[src/rtl/fpga_io_pkg.sv]
// ---------------------------------------------------------------------------
// fpga_io_pkg
// Shared definitions for the FPGA IO driver and the logic that owns its
// addr/din/read_en port.
//   io_arb_state_t : state encoding of the write arbiter FSM
//   IO_ADDR_*      : driver-relative register addresses (seven-segment
//                    digits SS0..SS7, LEFT/RIGHT, push buttons)
// ---------------------------------------------------------------------------
package fpga_io_pkg;

    typedef enum logic [1:0] {
        IO_ARB_IDLE  = 2'd0,
        IO_ARB_ISSUE = 2'd1,
        IO_ARB_DONE  = 2'd2
    } io_arb_state_t;

    localparam logic [7:0] IO_ADDR_SS0   = 8'h00;
    localparam logic [7:0] IO_ADDR_SS1   = 8'h01;
    localparam logic [7:0] IO_ADDR_SS2   = 8'h02;
    localparam logic [7:0] IO_ADDR_SS3   = 8'h03;
    localparam logic [7:0] IO_ADDR_SS4   = 8'h04;
    localparam logic [7:0] IO_ADDR_SS5   = 8'h05;
    localparam logic [7:0] IO_ADDR_SS6   = 8'h06;
    localparam logic [7:0] IO_ADDR_SS7   = 8'h07;
    localparam logic [7:0] IO_ADDR_LEFT  = 8'h08;
    localparam logic [7:0] IO_ADDR_RIGHT = 8'h09;
    localparam logic [7:0] IO_ADDR_PB    = 8'h0A;

endpackage

[src/rtl/io_starve_counter.sv]
// ---------------------------------------------------------------------------
// io_starve_counter
// Counts consecutive cycles on which the sequencer wanted the IO port but
// was denied. Saturates at LIMIT; at_limit tells the arbiter to force the
// next slot to the sequencer.
//   clk      : clock, rising edge
//   nrst     : asynchronous active-low reset
//   inc      : sequencer denied this cycle
//   clr      : sequencer wrote this cycle, or no sequence in progress
//   at_limit : count has reached LIMIT
// ---------------------------------------------------------------------------
module io_starve_counter #(
    parameter int LIMIT = 8,
    localparam int CW   = $clog2(LIMIT + 1)
) (
    input  logic clk,
    input  logic nrst,
    input  logic inc,
    input  logic clr,
    output logic at_limit
);

    logic [CW-1:0] count;

    assign at_limit = (count == CW'(LIMIT));

    always_ff @(posedge clk or negedge nrst) begin
        if (!nrst) begin
            count <= '0;
        end else if (clr) begin
            count <= '0;
        end else if (inc && !at_limit) begin
            count <= count + 1'b1;
        end
    end

endmodule

[src/rtl/fpga_io_write_arbiter.sv]
// ---------------------------------------------------------------------------
// fpga_io_write_arbiter
// Owns the single addr/din/read_en port of the FPGA IO driver and shares it
// between the CPU bus (priority) and a hex-display sequencer. The sequencer
// writes a DIGITS*4-bit value one nibble per cycle, highest nibble first,
// into SS_BASE+DIGITS-1 .. SS_BASE. A starvation counter forces a sequencer
// slot after STARVE_LIMIT consecutive denials.
//   clk, nrst                    : clock / asynchronous active-low reset
//   cpu_sel, cpu_read_en,
//   cpu_addr, cpu_din            : CPU access to the IO page
//   cpu_stall                    : sequencer took the port from the CPU
//   hex_valid, hex_ready,
//   hex_value                    : display request handshake
//   hex_done                     : one-cycle pulse after the last nibble
//   io_read_en, io_addr, io_din  : to the IO driver
//
// Handshake: a request transfers on a rising edge where hex_valid and
// hex_ready are both high. hex_ready depends only on arbiter state (never on
// hex_valid or cpu_sel); hex_valid is ignored while hex_ready is low.
// ---------------------------------------------------------------------------
module fpga_io_write_arbiter
    import fpga_io_pkg::*;
#(
    parameter int DIGITS       = 4,
    parameter int SS_BASE      = 0,
    parameter int STARVE_LIMIT = 8
) (
    input  logic                  clk,
    input  logic                  nrst,
    input  logic                  cpu_sel,
    input  logic                  cpu_read_en,
    input  logic [7:0]            cpu_addr,
    input  logic [7:0]            cpu_din,
    output logic                  cpu_stall,
    input  logic                  hex_valid,
    output logic                  hex_ready,
    input  logic [DIGITS*4-1:0]   hex_value,
    output logic                  hex_done,
    output logic                  io_read_en,
    output logic [7:0]            io_addr,
    output logic [7:0]            io_din
);

    localparam int         IW          = (DIGITS > 1) ? $clog2(DIGITS) : 1;
    localparam logic [7:0] SS_BASE_ADR = 8'(SS_BASE);

    io_arb_state_t        state;
    logic [IW-1:0]        index;
    logic [DIGITS*4-1:0]  value;
    logic                 ready_r;
    logic                 done_r;

    logic                 in_issue;
    logic                 starved;
    logic                 seq_grant;
    logic [3:0]           nibble;

    assign in_issue  = (state == IO_ARB_ISSUE);
    // CPU has priority unless the sequencer has waited STARVE_LIMIT cycles.
    assign seq_grant = in_issue && (!cpu_sel || starved);
    assign nibble    = value[{index, 2'b00} +: 4];

    assign hex_ready = ready_r;
    assign hex_done  = done_r;
    // Stall only on forced slots, i.e. when the CPU actually lost the port.
    assign cpu_stall = seq_grant && cpu_sel;

    io_starve_counter #(
        .LIMIT    (STARVE_LIMIT)
    ) u_starve (
        .clk      (clk),
        .nrst     (nrst),
        .inc      (in_issue && !seq_grant),
        .clr      (!in_issue || seq_grant),
        .at_limit (starved)
    );

    always_ff @(posedge clk or negedge nrst) begin
        if (!nrst) begin
            state   <= IO_ARB_IDLE;
            index   <= '0;
            value   <= '0;
            ready_r <= 1'b1;
            done_r  <= 1'b0;
        end else begin
            case (state)
                IO_ARB_IDLE: begin
                    if (hex_valid) begin
                        value   <= hex_value;
                        index   <= IW'(DIGITS - 1);
                        ready_r <= 1'b0;
                        state   <= IO_ARB_ISSUE;
                    end
                end
                IO_ARB_ISSUE: begin
                    if (seq_grant) begin
                        if (index == '0) begin
                            done_r <= 1'b1;
                            state  <= IO_ARB_DONE;
                        end else begin
                            index <= index - 1'b1;
                        end
                    end
                end
                IO_ARB_DONE: begin
                    done_r  <= 1'b0;
                    ready_r <= 1'b1;
                    state   <= IO_ARB_IDLE;
                end
                default: begin
                    done_r  <= 1'b0;
                    ready_r <= 1'b1;
                    state   <= IO_ARB_IDLE;
                end
            endcase
        end
    end

    // Port mux: sequencer write, else CPU pass-through, else idle value.
    always_comb begin
        io_read_en = 1'b1;
        io_addr    = 8'h00;
        io_din     = 8'h00;
        if (seq_grant) begin
            io_read_en = 1'b0;
            io_addr    = SS_BASE_ADR + {{(8-IW){1'b0}}, index};
            io_din     = {4'b0000, nibble};
        end else if (cpu_sel) begin
            io_read_en = cpu_read_en;
            io_addr    = cpu_addr;
            io_din     = cpu_din;
        end
    end

endmodule

[config.mk]
export PLATFORM = sky130hd
export DESIGN_NAME = fpga_io_write_arbiter
export DESIGN_NICKNAME = d
export VERILOG_FILES = /design/src/rtl/fpga_io_pkg.sv /design/src/rtl/io_starve_counter.sv /design/src/rtl/fpga_io_write_arbiter.sv
export SDC_FILE = /design/constraint.sdc
export NUM_CORES = 1
export LEC_CHECK = 0
export ABC_AREA = 0
export CAP_MARGIN = 30
export CORE_MARGIN = 1.5
export CORE_UTILIZATION = 40
export DETAILED_ROUTE_END_ITERATION = 12
export PLACE_DENSITY = 0.75
export SYNTH_ARGS = -nofsm -noshare
export SYNTH_HDL_FRONTEND = slang
export SYNTH_SLANG_ARGS = --single-unit
[constraint.sdc]
create_clock -name clk -period 4.3 [get_ports clk]
set_input_delay 0.86 -clock clk [delete_from_list [all_inputs] [get_ports clk]]
set_output_delay 0.86 -clock clk [all_outputs]
set_load 0.005 [all_outputs]
Word-level counts from Yosys, hierarchy flattened
Index checks and enable logic that the tools add are counted.
{"block": "totals", "register_bits": 26, "input_bits": 37, "out_inout_bits": 20, "wordCells": 57}
{"block": "classes", "addsub": 2, "n_eq_ne": 6, "shift": 1, "n_mux": 21, "bitwise_logic": 2, "reduce_logical": 19}
{"operator": "2-to-1 mux 8 bit", "count": 4}
{"operator": "indexed part select 16 x 5 -> 4 bit", "count": 1}
{"operator": "2-to-1 mux 2 bit", "count": 6}
{"operator": "2-to-1 mux 4 bit", "count": 2}
{"operator": "case mux 2 bit (2 select lines)", "count": 2}
{"operator": "AND reduction 3 bit", "count": 2}
{"operator": "2-to-1 mux 1 bit", "count": 5}
{"operator": "adder 4 x 1 -> 4 bit, second input constant", "count": 1}
{"operator": "equality test 4 bit, second input constant", "count": 1}
{"operator": "logical AND 1 bit", "count": 4}
{"operator": "logical NOT 1 bit", "count": 4}
{"operator": "logical NOT 2 bit", "count": 2}
{"operator": "!= test 2 x 1 -> 1 bit, second input constant", "count": 2}
{"operator": "!= test 2 bit, second input constant", "count": 2}
{"operator": "case mux 1 bit (2 select lines)", "count": 2}
{"operator": "AND reduction 2 bit", "count": 2}
{"operator": "AND reduction 4 bit", "count": 1}
{"operator": "nonzero test 2 bit", "count": 2}
{"operator": "equality test 2 x 1 -> 1 bit, second input constant", "count": 1}
{"operator": "logical OR 1 bit", "count": 2}
{"operator": "NOT 1 bit", "count": 2}
{"operator": "subtractor 2 x 1 -> 2 bit, second input constant", "count": 1}

Depth between registers and ports, before layout
Gate-level depths: netlist (run 1).
{"block": "logic_depth", "depth_word": 8, "depth_mapped": 7}

Modules after synthesis
From an unflattened synthesis (run 1), not the netlist that was laid out.
{"block": "unflattened", "cells_unflattened": 125, "hier_area_um2": 1468.9}
{"mod": "fpga_io_write_arbiter", "instances": 1, "cells_each": 101, "area_each_um2": 1236.2}
{"mod": "io_starve_counter", "instances": 1, "cells_each": 24, "area_each_um2": 232.7}

Least setup slack after synthesis (run 1)
Ideal clock, no wire load.
{"block": "synth_path", "path_type": "input-to-output", "start": "input cpu_sel", "end": "output io_addr[2]", "arrival_time_ps": 1497, "setup_slack_ps": 1943, "stages": 3, "path_buffers": 1, "path_cell_list": "clkbuf_1 -> o21a_1 -> and2_1"}
{"block": "synth_between", "elab_chain_len": 4}
{"element": "from (decl)", "line": "fpga_io_write_arbiter.sv:30", "text": "input logic cpu_sel,"}
{"element": "logical NOT 1 bit", "line": "fpga_io_write_arbiter.sv:60", "text": "assign seq_grant = in_issue && (!cpu_sel || starved);"}
{"element": "logical OR 1 bit", "line": "fpga_io_write_arbiter.sv:60"}
{"element": "logical AND 1 bit", "line": "fpga_io_write_arbiter.sv:60"}
{"element": "2-to-1 mux 8 bit (*)", "line": "fpga_io_write_arbiter.sv:124", "text": "if (seq_grant) begin"}
{"element": "to (decl)", "line": "fpga_io_write_arbiter.sv:40", "text": "output logic [7:0] io_addr,"}
Every way passes the cells marked *; elsewhere a longest branch is shown, timed or not.

Worst setup path in the final report (run 1)
{"block": "layout_path", "start": "input cpu_sel", "end": "output io_din[0]"}
{"block": "layout_between", "elab_chain_len": 4}
{"element": "logical NOT 1 bit", "line": "fpga_io_write_arbiter.sv:60"}
{"element": "logical OR 1 bit", "line": "fpga_io_write_arbiter.sv:60"}
{"element": "logical AND 1 bit", "line": "fpga_io_write_arbiter.sv:60"}
{"element": "2-to-1 mux 8 bit (*)", "line": "fpga_io_write_arbiter.sv:124"}
{"element": "to (decl)", "line": "fpga_io_write_arbiter.sv:41", "text": "output logic [7:0] io_din"}
Marked as above.

==> results of run 1 <==
[logic make-up (layout without fill, tap and decap cells)]
group | Yosys count | after routing | synth area share
DFF | 26 | 26 | 0.471
muxes | 20 | 20 | 0.220
and+or+nand+nor | 42 | 42 | 0.160
buffers and inverters | 12 | 68 | 0.0443
AOI/OAI and AO/OA | 15 | 15 | 0.0659
xor gates and xnor gates | 2 | 2 | 0.0126
adders and majority gates | 3 | 3 | 0.0271
[sequential cells by signal (all words and copies together), names as in the netlist]
name,count
value,16
state,2
index,2
u_starve.count,4
hex_done,1
hex_ready,1
[metal layers]
layer / wire length (µm) / global-route usage
met1: 1280 / 0.216
met2: 1530 / 0.305
met3: 206 / 0.0311
met5: 0 / 0
met4: 45 / 0.0729
[power breakdown]
group | switching (W) | internal, W | total (W)
registers | 0.0000893 | 0.000356 | 0.000445
logic | 0.000160 | 0.000322 | 0.000482
clock network | 0.0000784 | 0.0000944 | 0.000173
total | 0.000328 | 0.000772 | 0.00110
[cell usage after synthesis (2+ instances only)]
master / count / area, µm²
a21oi_1: 5 / 25.0
nand2_1: 13 / 48.8
mux2_2: 7 / 78.8
a31oi_1: 2 / 12.5
buf_6: 2 / 22.5
nand2b_1: 2 / 12.5
mux2_4: 9 / 135
clkbuf_1: 2 / 7.51
o21ai_1: 3 / 15.0
and2_1: 12 / 75.1
o21ai_0: 3 / 15.0
ha_1: 3 / 37.5
nor2_1: 9 / 33.8
dfrtp_1: 25 / 626
mux4_2: 4 / 90.1
inv_1: 7 / 26.3
[through the flow]
stage	utilization	cell area [µm²]	setup WS [ns]	hold slack, ns
after global routing	0.610	2040	0.557	0.518
final	0.610	2040	0.733	0.499
after CTS	0.610	2040	0.742	0.499
after floorplan	-	1390	1.94	0.455
after detailed placement	0.594	1980	0.762	0.478
after global placement	0.590	1970	0.819	0.471
[worst paths after layout]
path / to / slack [ns] / depth (start not counted)
worst max-delay path: io_din[0] / 0.73 / 5
worst min register to register: hex_ready$_DFFE_PN1P_ / 0.50 / 2
min in group asynchronous: value[14]$_DFFE_PN0P_ / 0.87 / 1
worst max register to register: value[8]$_DFFE_PN0P_ / 2.70 / 3
max in group asynchronous: hex_ready$_DFFE_PN1P_ / 2.85 / 2
worst min-delay path: hex_ready$_DFFE_PN1P_ / 0.50 / 2
[final cells by class]
| cell class | count | area [µm²] |
|---|---|---|
| fill | 277 | 1300 |
| multi-input combinational | 82 | 672 |
| sequential | 26 | 652 |
| timing repair buffer | 57 | 576 |
| tap | 46 | 57.6 |
| clock inverter | 1 | 30.0 |
| inverter | 7 | 26.3 |
| clock buffer | 3 | 22.5 |
[worst max-delay path, stage by stage]
cell and delay [ns]:
clkdlybuf4s50_1 0.66, a21oi_4 0.46, nand2_1 0.09, o21ai_1 0.11, clkdlybuf4s50_1 0.52
==> summary.md, run 1 <==
| Metric | Value |
|---|---|
| Initial antenna violation count | 0 |
| Chip width | between 60 and 70 µm |
| Area of the mapped netlist | ~1400 µm² |
| Number of port buffers | 56 |
| Ports | 57 |
| Vias in the first global route | between 1k and 1.5k |
| Max-cap viol count | 0 |
| Via count | 1080 |
| CTS tree | yes |
| 1st-pass router iterations | 4 |
| CTS sink cnt | 26 |
| FF+latch count, synth | 26 |
| Setup Crit Path Kind | primary input to primary output |
| Post-route minimum period | about 3.6 ns |
| Ys flop type | dfrtp_1 |
| Drt first-iter violations | 22 |
| Arrival time worst endpoint | 2.71 ns |
| Commonest non-fill, non-tap cell in the layout | clkdlybuf4s50_1 |
| RD Place Congestion | between 0.6 and 0.7 |
| Pwr Total | around 0.0011 W |
| Slew margin rel. | 0.606 |
| Critical Path RT | about 3.4 ns |
| First-pass GRT wire length | about 4.8 mm |
| Reg2reg start | state[0]$_DFFE_PN0P_ |
| Area growth, synth to finish | 47.0% |
| Initial Util | 0.415 |
| Layout Skew | approximately 0.0029 ns |
| CP startpoint kind | primary input |
| # rows | 21 |
| Leak Pwr | ~0.86 nW |
| Post-synth EDFFs | 0 |
| Largest net degree at the start of global routing | 18 |
| Commonest non-fill, non-tap cells in the layout | clkdlybuf4s50_1 (56), dfrtp_1 (25), nand2_1 (13) |
| Final Max Slew Viols | 0 |
| Unrepaired setup endpoints after global routing | no |
| Hold Crit Class | flip-flop to flip-flop |
| Cells after Synth | 120 |
| Placed insts | between 200 and 250 |
| # hold bufs at CTS | 0 |
| Fmax | around 280 MHz |
| All-Layer GR Usage | 0.176 |
| Clock Tree Buf Depth | 2 |
| Die area | ~3800 µm² |
| Routed wire per std cell | about 14 µm |
| DRC | 0 |
| Final period util | 0.829 |
| Vias per std cell | 4.86 |
| Syn Area/Cell | between 10 and 15 µm² |
| Final Non-Filler Cells | ~220 |
| Final Setup Violations | 0 |
| Endpoints failing hold | 0 |
| Root Driver | clkbuf_4 |
| Worst Setup SP | cpu_sel |
| Worst-skew pair later-pin latency | around 0.33 ns |
| Antenna Cells | 0 |
| Core region area | 3340 µm² |
| HP Start | hex_ready$_DFFE_PN1P_ |
| Share of layout cells above drive strength 1 | 0.165 |
| Post-route ant nets | 0 |
| Synth cell types | 28 |
| Total CTS buffers | 3 |
| Power per standard cell area | between 500 and 600 nW/µm² |
| Postcts setup bufs | 0 |
| Outcome | completed |
| Max VDD drop | between 200 and 250 µV |
| Syn. warnings | 0 |
| DRT Wirelength | around 3.1 mm |
| Setup TNS Final | 0 ns |
| Die height | 61.8 µm |
| Slew @ Worst Pin | approximately 0.6 ns |
| CP Capture Type | primary output |
| H-tree levels | 1 |
| Async SR Flop Fraction | 1.00 |
| Worst-path maximum fanout | 17 |
| Seq/Total Area, Yosys | 0.471 |
| Syn nets | between 150 and 200 |
| Post_cts resized | 0 |
| GRT overflow | 0 |
| Final Net Count | around 220 |
| Clock Pin Slew Worst Setup and Hold Paths | around 0.15 ns |
| DP Wirelength | 2.35 mm |
No activity file was read; power rests on OpenSTA's default activity.
==> inputs of run 2 (changes only) <==
clock period = 3.7 ns   (was 4.3 ns; I/O delays follow)
==> run 2 against run 1 <==
Effect of this change: combinational power increased by 18%; sequential cell count did not move; via count rose by 1.9%; global-route usage fell by 0.37 points; worst hold slack worse by 0.0033 ns; first-iteration DRC count down 41%; clock power increased by 12%; non-clock buffer count rose by 1; critical path depth did not move; critical path type unchanged.
==> summary.md, run 2 (synthesis gave the netlist of run 1 again) <==
| Metric | Value |
|---|---|
| RD Place Congestion | approximately 0.67 |
| Largest Register | value |
| Worst-path maximum fanout | 17 |
| R2R depth | 6 |
| Max-cap viol count | 0 |
| Hold Crit Class | flip-flop to flip-flop |
| Hold EP | hex_ready$_DFFE_PN1P_ |
| Postcts setup bufs | 0 |
| H-tree levels | 1 |
| Top cell family by delay on the critical path | buffers and inverters |
| Max reg flops | 16 |
| Commonest non-fill, non-tap cells in the layout | clkdlybuf4s50_1 (56), dfrtp_1 (25), nand2_1 (13) |
| Hold Worst Slack | between 0.4 and 0.5 ns |
| Power per standard cell area | just over 600 nW/µm² |
| Vias per std cell | slightly below 5 |
| CP startpoint kind | primary input |
| Die height | around 60 µm |
| Arrival time worst endpoint | ~2.4 ns |
| Share of layout cells above drive strength 1 | 0.169 |
| Final Net Count | ~220 |
| Worst-path cell chain | clkdlybuf4s50_1 -> a21oi_4 -> nand2_1 -> o21ai_0 -> clkdlybuf4s50_1 |
| DRC | 0 |
| Endpoints failing hold | 0 |
| Outcome | completed |
| # rows | 21 |
| Reg2reg start | index[0]$_DFFE_PN0P_ |
| Final Non-Filler Cells | 223 |
| DP Wirelength | 2.43 mm |
| Number of port buffers | 56 |
| Via count | 1101 |
| Fmax | ~320 MHz |
| Ports | 57 |
| Fillers | 301 |
| Largest net degree at the start of global routing | 18 |
| Crit-path max cell delay | 0.54 ns |
| Unrepaired setup endpoints after global routing | no |
| Clock Pin Slew Worst Setup and Hold Paths | 0.14 ns |
| Root Driver | clkbuf_4 |
| Initial Util | 0.415 |
| Crit path buf inv count | 2 |
| Total CTS buffers | 3 |
| Worst-skew pair later-pin latency | between 0.3 and 0.4 ns |
| Fin worst setup slack | 0.609 ns |
| All-Layer GR Usage | 0.172 |
| Area growth, synth to finish | 48.4% |
| Setup WS pre-CTS | roughly 0.6 ns |
| 1st-pass router iterations | 4 |
| Setup Crit Path Kind | primary input to primary output |
| Final period util | 0.835 |
| Drt first-iter violations | 13 |
| Post_cts resized | 0 |
| First-pass GRT wire length | 4.82 mm |
| GRT overflow | 0 |
| CTS tree | yes |
| Critical Path RT | a little under 3 ns |
| Slew @ Worst Pin | 0.585 ns |
| # hold bufs at CTS | 0 |
| Chip width | between 60 and 70 µm |
| HP Start | hex_ready$_DFFE_PN1P_ |
| Routed wire per std cell | ~14 µm |
| Antenna Cells | 0 |
| CTS sink cnt | 26 |
| Reg2reg setup slack | approximately 2.1 ns |
| Post-route minimum period | approximately 3 ns |
| CP Depth | 5 |
| RR Endpoint | index[0]$_DFFE_PN0P_ |
| Multi-input logic area | approximately 670 µm² |
| Final Max Slew Viols | 0 |
| CP Capture Type | primary output |
| Hold path depth | 2 |
| Leak Pwr | just under 0.9 nW |
| DRT Wirelength | 3.07 mm |
| Clock Tree Buf Depth | 2 |
| Layout Skew | around 0.00099 ns |
| Max VDD drop | between 400 and 500 µV |
| Final Setup Violations | 0 |
| Placed insts | about 220 |
| Commonest non-fill, non-tap cell in the layout | clkdlybuf4s50_1 |
| Slowest library cell on the worst path | clkdlybuf4s50_1 |
| Setup TNS Final | 0 ns |
| Initial antenna violation count | 0 |
| Registers with the most flip-flops | value: 16 flops, u_starve.count: 4 flops |
| Most used cell, CP | clkdlybuf4s50_1 |
| Total area of sequential cells | around 650 µm² |
| Vias in the first global route | 1100 |
| Slew margin rel. | 0.609 |
| Die area | between 3000 and 4000 µm² |
| Layout Utilization | 0.616 |
| Post-route ant nets | 0 |
| Core region area | 3340 µm² |
==> run 2: worst max-delay path by stage <==
| stage | from | to | slack (ns) |
|---|---|---|---|
| 3_3_place_gp | cpu_sel | io_addr[0] | 0.67 |
| 3_5_place_dp | cpu_sel | io_addr[0] | 0.61 |
| 5_1_grt | u_starve.count[0]$_DFFE_PN0P_ | io_addr[0] | 0.41 |
| 2_1_floorplan | cpu_sel | io_addr[2] | 1.58 |
| 4_1_cts | u_starve.count[0]$_DFFE_PN0P_ | io_addr[0] | 0.60 |
| 6_report | cpu_sel | io_addr[0] | 0.61 |
==> run 2: cell type report <==
cell class / instances / area share
clock buffers: 3 / 0.0110
clock inverters: 1 / 0.0146
inverters: 7 / 0.0128
multi-input cells: 82 / 0.327
flip-flops and latches: 26 / 0.317
well taps: 46 / 0.0280
repair buffers: 58 / 0.290
==> run 2: worst register-to-register path, stage by stage, from the launching register on <==
cell and delay, ns:
dfrtp_1 0.61, inv_1 0.09, ha_1 0.25, nand2b_1 0.15, a21oi_1 0.18, a21oi_1 0.10
a31oi_1 0.18
==> run 2: routing by layer <==
metal / wire length [µm] / vias up / global-route usage
li1: - / 517 / -
met1: 1230 / 536 / 0.207
met2: 1560 / 46 / 0.323
met3: 266 / 2 / 0.0269
met4: 14 / 0 / 0.0365
met5: 0 / - / 0
==> run 2: metrics by stage <==
step                      power (W)  cell area, µm²
after floorplan            0.000880            1390
after global placement      0.00107            1980
after detailed placement    0.00110            2000
after CTS                   0.00130            2060
after global routing        0.00138            2060
final                       0.00128            2060
==> run 2: where the power goes <==
part	total [W]	leakage, nW	switching [W]	internal, W
Clock	0.000194	0.0279	0.0000842	0.000109
Sequential	0.000520	0.311	0.000106	0.000414
Combinational	0.000568	0.535	0.000192	0.000376
==> inputs of run 3 (changes only) <==
clock period = 2.9 ns   (was 3.7 ns; I/O delays follow)
==> run 3 against run 2 <==
Effect of this change: sequential share of layout area is 0.077 points higher; cell area down 0.24%; clock-buffer cell count is 1 higher; clock skew is 0.0023 ns higher; sequential power is 27% higher; worst hold slack got worse by 0.00068 ns; largest cell class unchanged; total power is 24% higher; via count fell by 1.0%; global-route usage decreased by 0.35 points; clock power is 8% lower.
==> summary.md, run 3 (synthesis gave the netlist of run 1 again) <==
| Metric | Value |
|---|---|
| Outcome | completed |
| Slew margin rel. | 0.603 |
| Registers with the most flip-flops | value: 16 flops, u_starve.count: 4 flops |
| Clock Pin Slew Worst Setup and Hold Paths | around 0.14 ns |
| Unrepaired setup endpoints after global routing | yes |
| DRT Wirelength | about 3.0 mm |
| Max VDD drop | 392 µV |
| Total CTS buffers | 3 |
| Commonest non-fill, non-tap cell in the layout | clkdlybuf4s50_1 |
| Hold EP | hex_ready$_DFFE_PN1P_ |
| Share of layout cells above drive strength 1 | 0.184 |
| Largest Register | value |
| Post-route minimum period | 2.76 ns |
| Chip width | between 60 and 70 µm |
| HP Start | hex_ready$_DFFE_PN1P_ |
| Worst-skew pair later-pin latency | approximately 0.31 ns |
| RR Endpoint | value[6]$_DFFE_PN0P_ |
| All-Layer GR Usage | 0.169 |
| CTS sink cnt | 26 |
| Area growth, synth to finish | 48.1% |
| Pwr Total | between 0.0015 and 0.002 W |
| Worst-path maximum fanout | 7 |
| Leak Pwr | 0.886 nW |
| Initial antenna violation count | 0 |
| Die height | about 62 µm |
| Via count | approximately 1.1k |
| Initial Util | 0.415 |
| Vias per std cell | around 4.8 |
| Drt first-iter violations | 22 |
| Number of port buffers | 56 |
| RD Place Congestion | just under 0.7 |
| Commonest non-fill, non-tap cells in the layout | clkdlybuf4s50_1 (55), dfrtp_1 (25), nand2_1 (13) |
| Critical Path RT | 2.32 ns |
| GRT overflow | 0 |
| DP Wirelength | around 2.4 mm |
| Final Net Count | 220 |
| Root Driver | clkbuf_4 |
| # rows | 21 |
| Layout Skew | ~0.0033 ns |
| Fin worst setup slack | 0.136 ns |
| Setup Crit Path Kind | flip-flop to primary output |
| Fmax | about 360 MHz |
| Clock Tree Buf Depth | 2 |
| CP startpoint kind | flip-flop |
| Setup WS pre-CTS | between 0.15 and 0.2 ns |
| Max reg flops | 16 |
| R2R depth | 3 |
| Arrival time worst endpoint | approximately 2.2 ns |
| Final Setup Violations | 0 |
| Hold path depth | 2 |
| CTS tree | yes |
| Hold Crit Class | flip-flop to flip-flop |
| Largest net degree at the start of global routing | 27 |
| Endpoints failing hold | 0 |
| Vias in the first global route | a little over 1k |
| H-tree levels | 1 |
| Ports | 57 |
| Die area | approximately 3800 µm² |
| Post-route ant nets | 0 |
| Reg2reg setup slack | about 1.3 ns |
| Core region area | around 3300 µm² |
| DRC | 0 |
| First-pass GRT wire length | ~4.7 mm |
| 1st-pass router iterations | 6 |
| Max-cap viol count | 0 |
| Setup TNS Final | 0 ns |
| Final period util | 0.953 |
| CP Capture Type | primary output |
| Routed wire per std cell | 13.4 µm |
| Reg2reg start | state[0]$_DFFE_PN0P_ |
| Antenna Cells | 0 |
| Power per standard cell area | between 700 and 800 nW/µm² |
| Slew @ Worst Pin | just under 0.6 ns |
| Final Max Slew Viols | 0 |
run 3: changes by cell type in the layout (fill, tap and decap cells not counted), sizes merged:
| cell | delta |
|---|---|
| buf | +2 |
| clkbuf | +1 |
| clkdlybuf4s50 | -1 |
| bufinv | -1 |
| dlymetal6s2s | +1 |
run 3: metrics by stage:
stage          std cells   util  instance area [µm²]  hold slack [ns]
5_1_grt              225  0.615                 2050            0.513
2_1_floorplan        120      -                 1390            0.284
3_5_place_dp         219  0.594                 1980            0.476
6_report             225  0.615                 2050            0.495
4_1_cts              223  0.605                 2020            0.497
3_3_place_gp         219  0.594                 1980            0.471
run 3: cell type report:
class | count | area [µm²]
Tap cell | 46 | 57.6
Sequential cell | 26 | 652
Clock buffer | 4 | 36.3
Inverter | 7 | 26.3
Fill cell | 289 | 1290
Timing Repair Buffer | 60 | 606
Multi-Input combinational cell | 82 | 673
run 3: routing by layer:
metal	track usage	up-vias	part of all wire
met5	0	-	0
met4	0.0547	0	0.0073
met3	0.0269	2	0.071
met2	0.296	44	0.52
met1	0.212	522	0.40
li1	-	522	-
run 3: critical path, cell delays in order (launching register included):
cell and delay (ns):
dfrtp_1 0.44, inv_1 0.07, ha_1 0.15, nand3b_1 0.18, a21oi_4 0.21, buf_4 0.17
nand2_1 0.05, o21ai_1 0.08, clkdlybuf4s50_1 0.52
run 3: where the power goes:
| part | total [W] | internal, W | switching (W) |
|---|---|---|---|
| logic | 0.000746 | 0.000497 | 0.000249 |
| registers | 0.000661 | 0.000528 | 0.000133 |
| clock network | 0.000178 | 0.0000765 | 0.000101 |
run 3: worst max path at each step:
stage | startpoint | end | slack, ns | cells after the start
3_3_place_gp | cpu_sel | io_din[0] | 0.19 | 5
3_5_place_dp | cpu_sel | io_addr[0] | 0.18 | 5
6_report | u_starve.count[0]$_DFFE_PN0P_ | io_din[0] | 0.14 | 8
5_1_grt | u_starve.count[0]$_DFFE_PN0P_ | io_din[0] | -0.02 | 8
4_1_cts | u_starve.count[0]$_DFFE_PN0P_ | io_addr[0] | 0.01 | 7
2_1_floorplan | u_starve.count[0]$_DFFE_PN0P_ | io_addr[1] | 1.05 | 7
run 3: repair_timing:
item / CTS / global route
setup buffers: 0 / 2
setup endpoints to repair: 0 / 15
hold buffers: 0 / 0
gates resized for setup: 0 / 2
